[config.mk]
export PLATFORM = sky130hd
export DESIGN_NAME = alu_issue_stage
export DESIGN_NICKNAME = d
export VERILOG_FILES = /design/src/rtl/alu_issue_stage_pkg.sv /design/src/rtl/alu_op_decode.sv /design/src/rtl/alu_issue_stage.sv
export SDC_FILE = /design/constraint.sdc
export NUM_CORES = 1
export LEC_CHECK = 0
export ABC_AREA = 0
export BUFFER_PORTS_ARGS = -buffer_cell sky130_fd_sc_hd__buf_2
export CAP_MARGIN = 15
export CORE_AREA = 2 2 117 119
export CTS_CLUSTER_SIZE = 25
export DETAILED_ROUTE_END_ITERATION = 7
export DIE_AREA = 0 0 119 121
export HOLD_SLACK_MARGIN = 0.08
export MAX_ROUTING_LAYER = met4
export PLACE_DENSITY_LB_ADDON = 0.1
export SYNTH_ARGS = -nofsm -noshare
export SYNTH_HDL_FRONTEND = slang
export SYNTH_SLANG_ARGS = --single-unit
export TNS_END_PERCENT = 30
[constraint.sdc]
create_clock -name clk -period 2.5 [get_ports clk]
set_input_delay 0.125 -clock clk [delete_from_list [all_inputs] [get_ports clk]]
set_output_delay 0.125 -clock clk [all_outputs]
set_load 0.01 [all_outputs]
[src/rtl/alu_issue_stage_pkg.sv]
// Shared opcode, FSM state and latency-class definitions for the Alu issue stage.
package alu_issue_stage_pkg;

    // Arithmetic opcodes (a_or_l = 0)
    localparam logic [2:0] OP_ADD = 3'd0;
    localparam logic [2:0] OP_SUB = 3'd1;
    localparam logic [2:0] OP_MUL = 3'd2;
    localparam logic [2:0] OP_DIV = 3'd3;

    // Logic opcodes (a_or_l = 1)
    localparam logic [2:0] OP_AND = 3'd0;
    localparam logic [2:0] OP_OR  = 3'd1;
    localparam logic [2:0] OP_XOR = 3'd2;

    typedef enum logic [1:0] {
        ST_IDLE = 2'd0,
        ST_EXEC = 2'd1,
        ST_DONE = 2'd2
    } state_e;

    typedef enum logic [1:0] {
        LAT_SEL_SIMPLE = 2'd0,
        LAT_SEL_MUL    = 2'd1,
        LAT_SEL_DIV    = 2'd2
    } lat_sel_e;

endpackage

[src/rtl/alu_op_decode.sv]
// Classifies an op into a latency class and flags illegal opcodes and divide-by-zero.
module alu_op_decode
    import alu_issue_stage_pkg::*;
(
    input  logic        a_or_l,
    input  logic [2:0]  opcode,
    input  logic [31:0] b,
    output logic [1:0]  lat_sel,
    output logic        err
);

    always_comb begin
        lat_sel = LAT_SEL_SIMPLE;
        err     = 1'b0;
        if (a_or_l) begin
            err = (opcode > OP_XOR);
        end else begin
            case (opcode)
                OP_ADD, OP_SUB: ;
                OP_MUL: lat_sel = LAT_SEL_MUL;
                OP_DIV: begin
                    lat_sel = LAT_SEL_DIV;
                    err     = (b == 32'd0);
                end
                // Illegal ops retire on the short path with a zero result.
                default: err = 1'b1;
            endcase
        end
    end

endmodule

[src/rtl/alu_issue_stage.sv]
// Issue stage in front of a combinational/multi-cycle Alu: one-entry pending buffer,
// operand hold for an op-dependent latency, and a registered valid/ready result port.
module alu_issue_stage
    import alu_issue_stage_pkg::*;
#(
    parameter int unsigned LAT_SIMPLE = 1,
    parameter int unsigned LAT_MUL    = 2,
    parameter int unsigned LAT_DIV    = 4
) (
    input  logic        clk,
    input  logic        rst_n,
    input  logic        in_valid,
    output logic        in_ready,
    input  logic        in_a_or_l,
    input  logic        in_s_or_u,
    input  logic [2:0]  in_opcode,
    input  logic [31:0] in_a,
    input  logic [31:0] in_b,
    output logic [31:0] alu_a,
    output logic [31:0] alu_b,
    output logic        alu_a_or_l,
    output logic        alu_s_or_u,
    output logic [2:0]  alu_opcode,
    input  logic [31:0] alu_answer,
    output logic        out_valid,
    input  logic        out_ready,
    output logic [31:0] out_result,
    output logic        out_err
);

    localparam int unsigned LAT_MAX_SM = (LAT_SIMPLE > LAT_MUL) ? LAT_SIMPLE : LAT_MUL;
    localparam int unsigned LAT_MAX    = (LAT_MAX_SM > LAT_DIV) ? LAT_MAX_SM : LAT_DIV;
    localparam int unsigned CNT_W      = $clog2(LAT_MAX) + 1;

    logic        pend_valid_q;
    logic        pend_a_or_l_q;
    logic        pend_s_or_u_q;
    logic [2:0]  pend_opcode_q;
    logic [31:0] pend_a_q;
    logic [31:0] pend_b_q;

    logic [31:0] alu_a_q;
    logic [31:0] alu_b_q;
    logic        alu_a_or_l_q;
    logic        alu_s_or_u_q;
    logic [2:0]  alu_opcode_q;
    logic        err_q;

    logic        out_valid_q;
    logic [31:0] out_result_q;
    logic        out_err_q;

    state_e           state_q, state_d;
    logic [CNT_W-1:0] cnt_q, cnt_d;

    logic [1:0]       lat_sel;
    logic             dec_err;
    logic [CNT_W-1:0] lat_m1;
    logic             load;
    logic             launch;
    logic             capture;
    logic             out_take;

    // Decode looks at the pending entry so err/latency are ready on the launch edge.
    alu_op_decode u_decode (
        .a_or_l  (pend_a_or_l_q),
        .opcode  (pend_opcode_q),
        .b       (pend_b_q),
        .lat_sel (lat_sel),
        .err     (dec_err)
    );

    always_comb begin
        case (lat_sel)
            LAT_SEL_MUL: lat_m1 = CNT_W'(LAT_MUL - 1);
            LAT_SEL_DIV: lat_m1 = CNT_W'(LAT_DIV - 1);
            default:     lat_m1 = CNT_W'(LAT_SIMPLE - 1);
        endcase
    end

    assign in_ready = !pend_valid_q;
    assign load     = in_valid && in_ready;

    always_comb begin
        state_d  = state_q;
        cnt_d    = cnt_q;
        launch   = 1'b0;
        capture  = 1'b0;
        out_take = 1'b0;
        case (state_q)
            ST_IDLE: begin
                if (pend_valid_q) begin
                    launch = 1'b1;
                end
            end
            ST_EXEC: begin
                if (cnt_q != '0) begin
                    cnt_d = cnt_q - CNT_W'(1);
                end else begin
                    capture = 1'b1;
                    state_d = ST_DONE;
                end
            end
            ST_DONE: begin
                if (out_ready) begin
                    out_take = 1'b1;
                    if (pend_valid_q) begin
                        launch = 1'b1;
                    end else begin
                        state_d = ST_IDLE;
                    end
                end
            end
            default: state_d = ST_IDLE;
        endcase
        if (launch) begin
            state_d = ST_EXEC;
            cnt_d   = lat_m1;
        end
    end

    always_ff @(posedge clk or negedge rst_n) begin
        if (!rst_n) begin
            state_q       <= ST_IDLE;
            cnt_q         <= '0;
            pend_valid_q  <= 1'b0;
            pend_a_or_l_q <= 1'b0;
            pend_s_or_u_q <= 1'b0;
            pend_opcode_q <= '0;
            pend_a_q      <= '0;
            pend_b_q      <= '0;
            alu_a_q       <= '0;
            alu_b_q       <= '0;
            alu_a_or_l_q  <= 1'b0;
            alu_s_or_u_q  <= 1'b0;
            alu_opcode_q  <= '0;
            err_q         <= 1'b0;
            out_valid_q   <= 1'b0;
            out_result_q  <= '0;
            out_err_q     <= 1'b0;
        end else begin
            state_q <= state_d;
            cnt_q   <= cnt_d;

            // A load in the same cycle as a drain wins, keeping the new op.
            if (load) begin
                pend_valid_q  <= 1'b1;
                pend_a_or_l_q <= in_a_or_l;
                pend_s_or_u_q <= in_s_or_u;
                pend_opcode_q <= in_opcode;
                pend_a_q      <= in_a;
                pend_b_q      <= in_b;
            end else if (launch) begin
                pend_valid_q <= 1'b0;
            end

            if (launch) begin
                alu_a_q      <= pend_a_q;
                alu_b_q      <= pend_b_q;
                alu_a_or_l_q <= pend_a_or_l_q;
                alu_s_or_u_q <= pend_s_or_u_q;
                alu_opcode_q <= pend_opcode_q;
                err_q        <= dec_err;
            end

            if (capture) begin
                out_valid_q  <= 1'b1;
                out_result_q <= err_q ? 32'd0 : alu_answer;
                out_err_q    <= err_q;
            end else if (out_take) begin
                out_valid_q <= 1'b0;
            end
        end
    end

    assign alu_a      = alu_a_q;
    assign alu_b      = alu_b_q;
    assign alu_a_or_l = alu_a_or_l_q;
    assign alu_s_or_u = alu_s_or_u_q;
    assign alu_opcode = alu_opcode_q;
    assign out_valid  = out_valid_q;
    assign out_result = out_result_q;
    assign out_err    = out_err_q;

endmodule
==> metrics.cfg <==
[clock_tree]
clock_latency_ns=0.42
clkSinkCount=179
cts_buffer_depth=2
cts_inserted_buffers=17
postCtsSetupBuffers=0
cts_root_buffer=clkbuf_16
tritoncts=done
h-tree-depth=4
ctsResizeCount=0
ctsHoldBuffers=104
clk_pin_slew_worst_paths_ns=0.06

[drt]
vias_per_cell=4.94
firstDrtPassIters=5
drtAntennaViolNets=0
vias=5576
drc_errors=0
first_iter_violations=294
wl_per_cell_um=15.3
postRouteWirelength_um=17300

[status]
status=completed

[die]
pin_count=209
dieHeight_um=121
start_util_pct=53.9
die_w_um=119
dieArea_um2=14400
fp-row-count=42
coreArea_um2=13100

[timing]
fin_crit_sh_pct=66.7
fmax_mhz=600
tightest_slew_ns=0.776
period_minus_slack_ns=1.67
slew_violations=0
relSlewSlack_pct=48.3
setup_violations=0
finClkSkew_ns=0.0101
hold_viol_final=0
rsz0062_at_grt=false
finalSetupTns_ns=0

[synthesis]
synth_warnings=0
synth_cells=634
avgSynthCellArea_um2=11.1
ys_seq_area_share_pct=63.6
syn_area_um2=7050
synth_nets=742
ys_types=27
synth-seq-cells=179

[finish]
final_layout_size_suffix_gt1_share_pct=33.8
multi_input_area_um2=2380
diodes=0
final_common_cell=nand2_1
fillers=860
layout.nets=1048
layout_common_cells=nand2_1, buf_2, dfrtp_1
regArea_um2=4480
syn_to_final_growth_pct=40.6

[placed_design]
io_buffers=208
hpwl_um=10400
place_congestion=0.788

[power]
p_leak_nw=5.05
p_per_area_nw_per_um2=1250
fin_total_pwr_mw=12.4
ir_worst_vdd_v=0.000771

[worst_hold_path]
hold_path_class=in -> async

[grt]
grt_overflow=0
grt_pass1_wl_um=28100
grt_pass1_vias=5784
antenna_found_initial=0
grt_start_max_net_pins=80
grt_usage_pct=25.7

[critical_path]
max_stage_delay_ns=0.32
critPathCaptureType=flip-flop
cp.depth=7
path_class=reg -> reg
timing.critical_path.mode_cell=ha_1
worstPathArrival_ns=1.95
worstPathCellList=inv_1 -> ha_1 -> ha_1 -> nor2b_1 -> nand2_1 -> buf_4 -> o21ai_0
cp.required_ns=2.78
slowest_stage=dfrtp_1
critPathBufInv=2
startpoint_type=flip-flop
reg2reg_depth=7
critPathMaxFanout=36
cp_top_family=adder cells

[job]
maxCapViolCount=0

power by group:
group          switching (mW)  internal, mW
clock network            1.07          1.70
registers               0.908          4.28
logic                    2.39          2.01
total                    4.36          7.99
synthesized netlist by cell type:
cell / n / area share, %
a211oi_1: 2 / 0.21
a21oi_1: 1 / 0.071
and3_1: 1 / 0.089
buf_2: 21 / 1.5
buf_4: 5 / 0.53
buf_6: 2 / 0.32
clkbuf_1: 6 / 0.32
dfrtp_1: 179 / 64
ha_1: 3 / 0.53
inv_1: 3 / 0.16
inv_2: 1 / 0.053
mux2_2: 60 / 9.6
mux2_4: 10 / 2.1
nand2_1: 245 / 13
nand2b_1: 33 / 2.9
nand3b_1: 2 / 0.21
nand4_1: 2 / 0.18
nor2_1: 7 / 0.37
nor2b_1: 2 / 0.18
nor3_1: 1 / 0.071
nor3b_2: 2 / 0.36
nor4_1: 8 / 0.71
o211a_1: 1 / 0.14
o211ai_1: 1 / 0.11
o21ai_0: 34 / 2.4
or2_1: 1 / 0.089
xnor2_1: 1 / 0.12
through the flow:
stage          util (%)  cell area, um^2  setup WS, ns  hold WS, ns  std cells
2_1_floorplan         -             7050         0.945       -0.171        634
3_3_place_gp       63.0             8250         0.911        0.132        993
3_5_place_dp       63.0             8250         0.832        0.139        993
4_1_cts            75.7             9910         0.824        0.256       1129
5_1_grt            75.7             9910         0.657        0.275       1129
6_report           75.7             9910         0.833        0.249       1129
routing by layer:
metal / global-route usage, % / vias up / part of all wire [%]
li1: - / 2661 / -
met5: - / - / 0
met4: 10.6 / 0 / 2.5
met3: 6.02 / 33 / 5.2
met2: 41.8 / 205 / 50
met1: 31.1 / 2677 / 42
registers in the layout, summed over array words and instances, names as in the netlist:
register and cells:
out_result 32, alu_a_or_l 1, pend_s_or_u_q 1, alu_opcode 3, pend_opcode_q 3, state_q 2
out_valid 1, pend_b_q 32, pend_a_q 32, alu_b 32, err_q 1, alu_s_or_u 1
cnt_q 3, alu_a 32, out_err 1, pend_a_or_l_q 1, pend_valid_q 1
cell families after synthesis:
logic type,after synthesis,share of synthesized area (%)
buffers and inverters,38,2.88
adder cells (fa/ha/maj),3,0.533
AO/OA/AOI/OAI,39,2.95
multiplexers,70,11.7
flip-flops,179,63.6
AND/OR/NAND/NOR,304,18.2
XOR/XNOR,1,0.124
final timing paths:
path | startpoint | endpoint | slack (ns)
worst max-delay path | cnt_q[0]$_DFFE_PN0P_ | out_result[0]$_DFFE_PN0P_ | 0.83
worst min-delay path | rst_n | out_result[9]$_DFFE_PN0P_ | 0.25
worst max register to register | cnt_q[0]$_DFFE_PN0P_ | out_result[0]$_DFFE_PN0P_ | 0.83
worst min register to register | alu_b[7]$_DFFE_PN0N_ | alu_b[7]$_DFFE_PN0N_ | 0.47
max in group asynchronous | rst_n | alu_a[18]$_DFFE_PN0N_ | 1.42
min in group clk | in_a[20] | pend_a_q[20]$_DFFE_PN0P_ | 0.47
area by class of cell:
class	count	share of cell area, %
clock buffers	23	5.03
inverters	4	0.152
multi-input cells	417	24.0
well taps	176	2.22
clock inverters	9	1.26
flip-flops and latches	179	45.2
repair buffers	321	22.1
worst register-to-register path: stages (launching register included):
cell and delay (ns):
dfrtp_1 0.32, inv_1 0.06, ha_1 0.20, ha_1 0.20, nor2b_1 0.15, nand2_1 0.14
buf_4 0.32, o21ai_0 0.16
(Power assumes the default switching activity.)
